==> config.mk <==
export PLATFORM = sky130hd
export DESIGN_NAME = cbu_cascade_up
export DESIGN_NICKNAME = d
export VERILOG_FILES = /design/src/rtl/cbu_cascade_up_pkg.sv /design/src/rtl/cbu_cascade_up.sv
export SDC_FILE = /design/constraint.sdc
export NUM_CORES = 1
export LEC_CHECK = 0
export CORE_AREA = 2 2 39 41
export CTS_CLUSTER_SIZE = 14
export DETAILED_ROUTE_END_ITERATION = 6
export DIE_AREA = 0 0 41 43
export PLACE_DENSITY_LB_ADDON = 0.15
export SLEW_MARGIN = 20
export SYNTH_ARGS = -nofsm -noshare
export SYNTH_HDL_FRONTEND = slang
export SYNTH_SLANG_ARGS = --single-unit
==> constraint.sdc <==
create_clock -name CLK -period 1.25 [get_ports CLK]
set_input_delay 0.25 -clock CLK [delete_from_list [all_inputs] [get_ports CLK]]
set_output_delay 0.25 -clock CLK [all_outputs]
set_load 0.03 [all_outputs]
==> src/rtl/cbu_cascade_up_pkg.sv <==
// Shared counter-library definitions: width limit and terminal-count helper.
package cbu_cascade_up_pkg;

   localparam int unsigned MAX_WIDTH = 32;

   // Terminal count of a sequence: MODULUS-1, or all-ones when MODULUS is 0.
   function automatic logic [MAX_WIDTH-1:0] last_count(input int unsigned     width,
                                                       input longint unsigned modulus);
      longint unsigned full;
      if (modulus == 64'd0) begin
         full = (64'd1 << width) - 64'd1;
      end else begin
         full = modulus - 64'd1;
      end
      return full[MAX_WIDTH-1:0];
   endfunction

endpackage : cbu_cascade_up_pkg

==> src/rtl/cbu_cascade_up.sv <==
// Cascadable up counter with programmable modulus, saturating load, combinational
// carry-out and a sticky rollover flag. Chain CAO into the next stage's CAI.
module cbu_cascade_up
   import cbu_cascade_up_pkg::*;
#(
   parameter int unsigned     WIDTH   = 4,
   parameter longint unsigned MODULUS = 0
) (
   input  logic             CLK,
   input  logic             CDN,
   input  logic             EN,
   input  logic             CAI,
   input  logic             LD,
   input  logic [WIDTH-1:0] D,
   output logic [WIDTH-1:0] Q,
   output logic             CAO,
   output logic             WRAP
);

   // Reject illegal parameter combinations at elaboration.
   if (WIDTH < 1 || WIDTH > MAX_WIDTH) begin : g_bad_width
      $error("cbu_cascade_up: WIDTH must be within 1..MAX_WIDTH");
   end
   if (MODULUS != 64'd0 && (MODULUS < 64'd2 || MODULUS > (64'd1 << WIDTH))) begin : g_bad_mod
      $error("cbu_cascade_up: MODULUS must be 0 or within 2..2**WIDTH");
   end

   localparam logic [MAX_WIDTH-1:0] LastFull = last_count(WIDTH, MODULUS);
   localparam logic [WIDTH-1:0]     Last     = LastFull[WIDTH-1:0];

   logic [WIDTH-1:0] q_q, q_d;
   logic             wrap_q, wrap_d;
   logic             at_last;

   assign at_last = (q_q == Last);

   // Next state: load beats count; otherwise hold.
   always_comb begin
      q_d    = q_q;
      wrap_d = wrap_q;
      if (LD) begin
         q_d    = (D > Last) ? Last : D;
         wrap_d = 1'b0;
      end else if (EN && CAI) begin
         // Full-range counters roll over naturally; shorter moduli wrap explicitly.
         q_d = q_q + 1'b1;
         if (MODULUS != 64'd0 && at_last) begin
            q_d = '0;
         end
         if (at_last) begin
            wrap_d = 1'b1;
         end
      end
   end

   // State register with synchronous active-low reset taking top priority.
   always_ff @(posedge CLK) begin
      if (!CDN) begin
         q_q    <= '0;
         wrap_q <= 1'b0;
      end else begin
         q_q    <= q_d;
         wrap_q <= wrap_d;
      end
   end

   // Carry-out ripples combinationally so a chain advances in a single cycle.
   assign CAO  = CAI & EN & at_last;
   assign Q    = q_q;
   assign WRAP = wrap_q;

endmodule : cbu_cascade_up

==> reports/results.tsv, run 1 <==
metric	value	unit
yosys warns	0	
period utilisation layout	105.1	%
CTS Hold Bufs	0	
hold path depth	1	
H-tree lvl count	1	
share of the synthesized area in the top cell type	41.03	%
Site Rows	14	
CP startpoint kind	flip-flop	
top post-synthesis cells by count	dfxtp_1, o211a_1, o21ai_0	
Starting Density	17.63	%
FFs w/ async S/R, synth	0	%
Die Y-Extent	43	um
VDD IR-drop max	0.0005379	V
Mean Syn Cell Area	9.384	sq um
total clock sinks	5	
largest cells by area after synthesis	dfxtp_1, o211a_1, o21ai_0	
setup ws final	-0.06320	ns
worst reg2reg path endpoint	Q[1]	
Max Fanout on Critical Path	2	
worst skew pair latency	0.24	ns
antenna violation net count after detailed routing	0	
post-synthesis sequential area ratio	41.03	%
Core Box Area	1384	sq um
Hold EP	WRAP	
first-pass GRT wire length	1242	um
register area	107.6	sq um
complex-gate fraction of the synthesized area	27.18	%
vias in the first global route	300	
hold_sp	WRAP	
fin nets	59	
via count	282	
fin cells	64	
Largest stage delay, worst path	0.36	ns
hold crit path type	flip-flop to flip-flop	
fin crit period	1.313	ns
Layout Skew	0.004243	ns
Final Max Slew Viols	0	
Worst path top cell family by delay	flip-flops	
placer congestion estimate	0.5974	
CTS tree	built	
Mapped Area	244.0	sq um
drt wl/cell	11.27	um
total CTS buffers	3	
Post-Synth Simple-Gate Area	17.95	%
Die X	41	um
TritonRoute pass-1 iters	1	
Ant. Diodes	0	
GRT Util Overall	10.94	%
DIE AREA	1763	sq um
largest family of logic cells by synthesized area	compound AO/OA/AOI/OAI gates	
mux cell area share after synthesis	0	%
Yosys cell types	17	
Vias/cell	4.406	
Post-Synth Adder-Cell Area	5.128	%
Max Cap Viol	0	
Required @ worst endpoint	1.00	ns
reg-to-reg startpoint	Q[0]	
Area Overhead vs Synth	101.0	%
violated checks	negative setup slack	
outcome	complete, but fails checks	
FMAX	0.7615	GHz
Initial DRC Count	0	
Top FF cell, synth	dfxtp_1	
WL final	721	um
Filler cells	149	
critical path type	flip-flop to primary output	
Critical Path AT	1.06	ns
Post-Syn Instances	26	
syn nets	36	
global route total overflow	0	
root buffer cell	clkbuf_4	
CP bufs+invs	1	
slew of the pin with the lowest slew margin	0.1945	ns
CTS clock-pin slew for the worst setup and hold paths	0.05	ns
# DRC	0	
# setup viols final	1	
Critical Path, Cell by Cell	ha_4 > nand3_4 > nor2_4 > buf_6	
dpl cells	57	
RSZ-0062 raised after global routing	yes	
area of the multi-input gates	176.4	sq um
slowest stage cell, crit path	dfxtp_4	
initial antenna violation count	0	
worst relative slew slack	87.00	%
io pins	15	
Fin. Hold Viols	0	
largest net degree at the start of global routing	7	
number of synthesized flops with an enable pin	0	
path depth of the worst reg2reg path	4	
Post-Synth XOR/XNOR Area	7.179	%
Worst setup EP type	primary output	
clock buffer depth	2	
Port Buf Inserts	14	
share of layout cells above drive strength 1	43.75	%
Power Density	990.2	nW/um^2
leakage power	0.2200	nW
Synth area leader	dfxtp_1	
flop2flop setup slack	0.06	ns
DP Wirelength	510.1	um
most frequent cell after synthesis	dfxtp_1	
Worst Setup Slack post-DPL	-0.2310	ns
#FFs+latches synth	5	
[flip-flops by register name (all words and copies together) (netlist names)]
signal and flops:
Q 4, WRAP 1
[metrics by stage]
stage	setup TNS (ns)	instance area (sq um)	total power [mW]	hold slack [ns]	utilization (%)
after floorplan	0	270.3	0.2338	0.3732	-
after global placement	-0.7792	422.9	0.2871	0.4876	30.56
after detailed placement	-0.8031	422.9	0.2903	0.4997	30.56
after CTS	-0.07623	490.5	0.4971	0.5171	35.44
after global routing	-0.1274	490.5	0.5233	0.5352	35.44
final	-0.06320	490.5	0.4856	0.5096	35.44
[kinds of logic after synthesis]
kind of cell,after synthesis
and+or+nand+nor,8
AOI/OAI and AO/OA,9
buffers and inverters,1
DFF,5
adders and majority gates,1
xor gates and xnor gates,2
[power by group]
part | internal, mW | switching (mW) | total (mW) | leakage, nW
registers | 0.170 | 0.0106 | 0.180 | 0.0425
logic | 0.0616 | 0.0542 | 0.116 | 0.163
clock network | 0.121 | 0.0687 | 0.190 | 0.0150
total | 0.352 | 0.133 | 0.486 | 0.220
[layout by cell type, fill, tap and decap left out]
cell type,n
a211o_2,1
a21oi_1,1
a31oi_1,1
and3_4,1
buf_4,9
buf_6,1
clkbuf_1,1
clkbuf_4,3
clkdlybuf4s50_1,6
dfxtp_1,3
dfxtp_4,2
dlygate4sd2_1,2
ha_4,1
inv_1,1
nand2_1,1
nand2_2,1
nand2b_1,1
nand3_1,1
nand3_4,1
nor2_4,1
o211a_1,3
o21ai_0,3
or3_1,1
xnor2_1,1
xor2_1,1
[how the worst max path moves through the flow]
stage          startpoint  endpoint  slack, ns  cells past startpoint
6_report             Q[0]       CAO      -0.06                      4
5_1_grt              Q[0]       CAO      -0.13                      4
2_1_floorplan        Q[1]       CAO       0.02                      3
4_1_cts              Q[0]       CAO      -0.08                      4
3_5_place_dp          CAI       CAO      -0.23                      4
3_3_place_gp          CAI       CAO      -0.23                      4
[final cells by class]
class	instances	share of cell area (%)
clock buffer	4	5.357
timing repair buffer	18	31.89
sequential	5	21.94
tap	16	4.082
inverter	1	0.7653
multi-input combinational	20	35.97
[routing by layer]
| metal | GRT usage, % | part of all wire, % |
|---|---|---|
| met1 | 12.54 | 38 |
| met2 | 15.31 | 50 |
| met3 | 3.141 | 7.9 |
| met4 | 10.00 | 3.5 |
| met5 | 0 | 0 |
[what timing repair did]
action	in CTS	in global routing
setup buffers	3	0
gates resized for setup	6	0
setup endpoints to repair	1	1
pin swaps	2	0
(Power assumes the default switching activity.)
==> run 2, diff against run 1 <==
--- a/config.mk
+++ b/config.mk
@@ -9,6 +9,7 @@
 export CTS_CLUSTER_SIZE = 14
 export DETAILED_ROUTE_END_ITERATION = 6
 export DIE_AREA = 0 0 41 43
+export HOLD_SLACK_MARGIN = 0.08
 export PLACE_DENSITY_LB_ADDON = 0.15
 export SLEW_MARGIN = 20
 export SYNTH_ARGS = -nofsm -noshare
==> results of run 2 <==
Final layout, timing and power as in run 1 (identical DEF).
==> RTL edit: new RTL, config.mk and constraints of run 2 <==
Put a register stage on the output `CAO`, without a reset. The value now appears one clock later. The other outputs are not delayed to match.
--- a/src/rtl/cbu_cascade_up.sv
+++ b/src/rtl/cbu_cascade_up.sv
@@ -65,7 +65,9 @@
    end
 
    // Carry-out ripples combinationally so a chain advances in a single cycle.
-   assign CAO  = CAI & EN & at_last;
+   always_ff @(posedge CLK) begin
+      CAO <= CAI & EN & at_last;
+   end
    assign Q    = q_q;
    assign WRAP = wrap_q;
 
Function: changed (Yosys sat finds a counterexample within 4 cycles, from zero or initial values).
==> RTL edit against run 2 <==
  * Setup slack improved by 110 ps
  * Count of clock-buffer cells in the layout is the same
  * Cell area down 4.8%
  * Routed wire length is 7.8% lower
  * Sequential cell count rose by 1
  * Power is 5.5% higher
  * Synthesized area grew 8.2%
  * Register-to-register slack worse by 20 ps
  * Critical endpoint is now Q[1]
  * Largest cell class unchanged
==> RTL edit: results (changes against run 2) <==
status=finished clean; sequential element share of the synthesized area=45.5% (+4.5 points); Sw Share=25.9% (-1.5 points); Worst Hold End=CAO; Layout fillers=152 (+2.0%); Worst Tran Pin Value=197 ps (+2.51 ps); clock skew=5.10 ps (+0.861 ps); FF-to-FF Start=Q[1]; nets=57 (-3.4%); flop-to-flop setup slack=40 ps (-20 ps); Min-Delay Path Depth=2 (+1); adder-cell area share of the yosys netlist=4.74% (-0.39 points); R2R Path End=Q[1]; worst slack, placed=-198 ps (+33.0 ps); sequential share of power=41.9% (+4.8 points); root buffer cell=clkbuf_4; DR iter-0 viols=2 (+2); total number of vias=267 (-5.3%); post-synthesis xor/xnor area fraction=6.64% (-0.54 points); crit-path max FO=4 (+2); DRT Pass-1 Iters=3 (+2); Placed Cells=58 (+1.8%); H-tree Lvls=1 (unchanged); worst r2r path cells=4 (unchanged); layout cell share with drive strength beyond 1=34.8% (-9.0 points); post-cts gate resize count=0 (-6); # diodes=0 (unchanged); IR drop worst, VDD=0.470 mV (-13%); Post-Syn Nets=37 (+2.8%); Global Route Usage Sum=9.65% (-1.3 points); routed wire length=665 um (-7.8%); hold slack=483 ps (-27.0 ps); synth cell count leaders=6 x dfxtp_1, 3 x o211a_1, 3 x o21ai_0, 2 x nand3_1; Arr. time, crit path=1350 ps (+290 ps); synth top area cells=dfxtp_1 45%, o211a_1 11%, o21ai_0 5.7%; Leak=0.210 nW (-4.8%); worst hold start=Q[3]; Finished Layout Cells=62 (-3.1%); Synth Area in Compound Gates=25.1% (-2.1 points); Largest register FFs=4 (unchanged); Post-synth EDFFs=0 (unchanged); Mean Syn Cell Area=9.78 um2 (+4.2%); port bufs=14 (unchanged); first-pass GRT wire length=1.11 mm (-11%); CTS buffer count=3 (unchanged); initial antenna violation count=0 (unchanged); Final GP Congestion=0.625 (+4.6%); Tcrit/Tclk final=96.6% (-8.4 points); Placement Cell Area=440 um2 (+4.1%); largest net degree at the start of global routing=7 (unchanged)
==> RTL edit: metal layers <==
layer	routed length, um	track usage (%)
met1	299	12.3
met2	313	12.5
met3	51	3.14
met4	0	8.00
met5	0	0
==> RTL edit: how the worst max path moves through the flow <==
| stage | end | start | cells after the start |
|---|---|---|---|
| final | Q[1] | Q[1] | 4 |
| after global routing | Q[1] | Q[1] | 4 |
| after CTS | Q[1] | Q[1] | 4 |
| after detailed placement | Q[3] | CAI | 4 |
| after global placement | Q[3] | CAI | 4 |
| after floorplan | Q[1] | Q[1] | 4 |
==> RTL edit: cells by family (layout without fill, tap and decap cells) <==
family / Yosys count / count (layout)
AOI/OAI and AO/OA: 9 / 9
and+or+nand+nor: 8 / 8
DFF: 6 / 6
xor gates and xnor gates: 2 / 2
adders and majority gates: 1 / 1
buffers and inverters: 1 / 20
==> RTL edit: power by group through the flow <==
stage	registers, mW	logic [mW]	clock network [mW]
after global placement	0.218	0.101	0
after floorplan	0.236	0.0300	0
final	0.215	0.103	0.195
after global routing	0.216	0.112	0.221
after CTS	0.215	0.104	0.207
after detailed placement	0.219	0.104	0
==> RTL edit: final cells by class <==
cell class	instances	area, um2	share of cell area [%]
clock buffers	4	26.3	5.63
well taps	16	20.0	4.29
flip-flops and latches	6	128	27.3
multi-input cells	20	156	33.5
repair buffers	15	133	28.4
inverters	1	3.75	0.804
==> RTL edit: worst max-delay path, cell delays in order (launching register included) <==
cell,delay (ps)
dfxtp_4,360
ha_4,230
and3_4,140
a211o_2,260
o211a_1,120
==> RTL edit: what timing repair did <==
item | 4_1_cts | 5_1_grt
setup buffers | 0 | 0
hold buffers | 0 | 0
setup endpoints to repair | 0 | 1
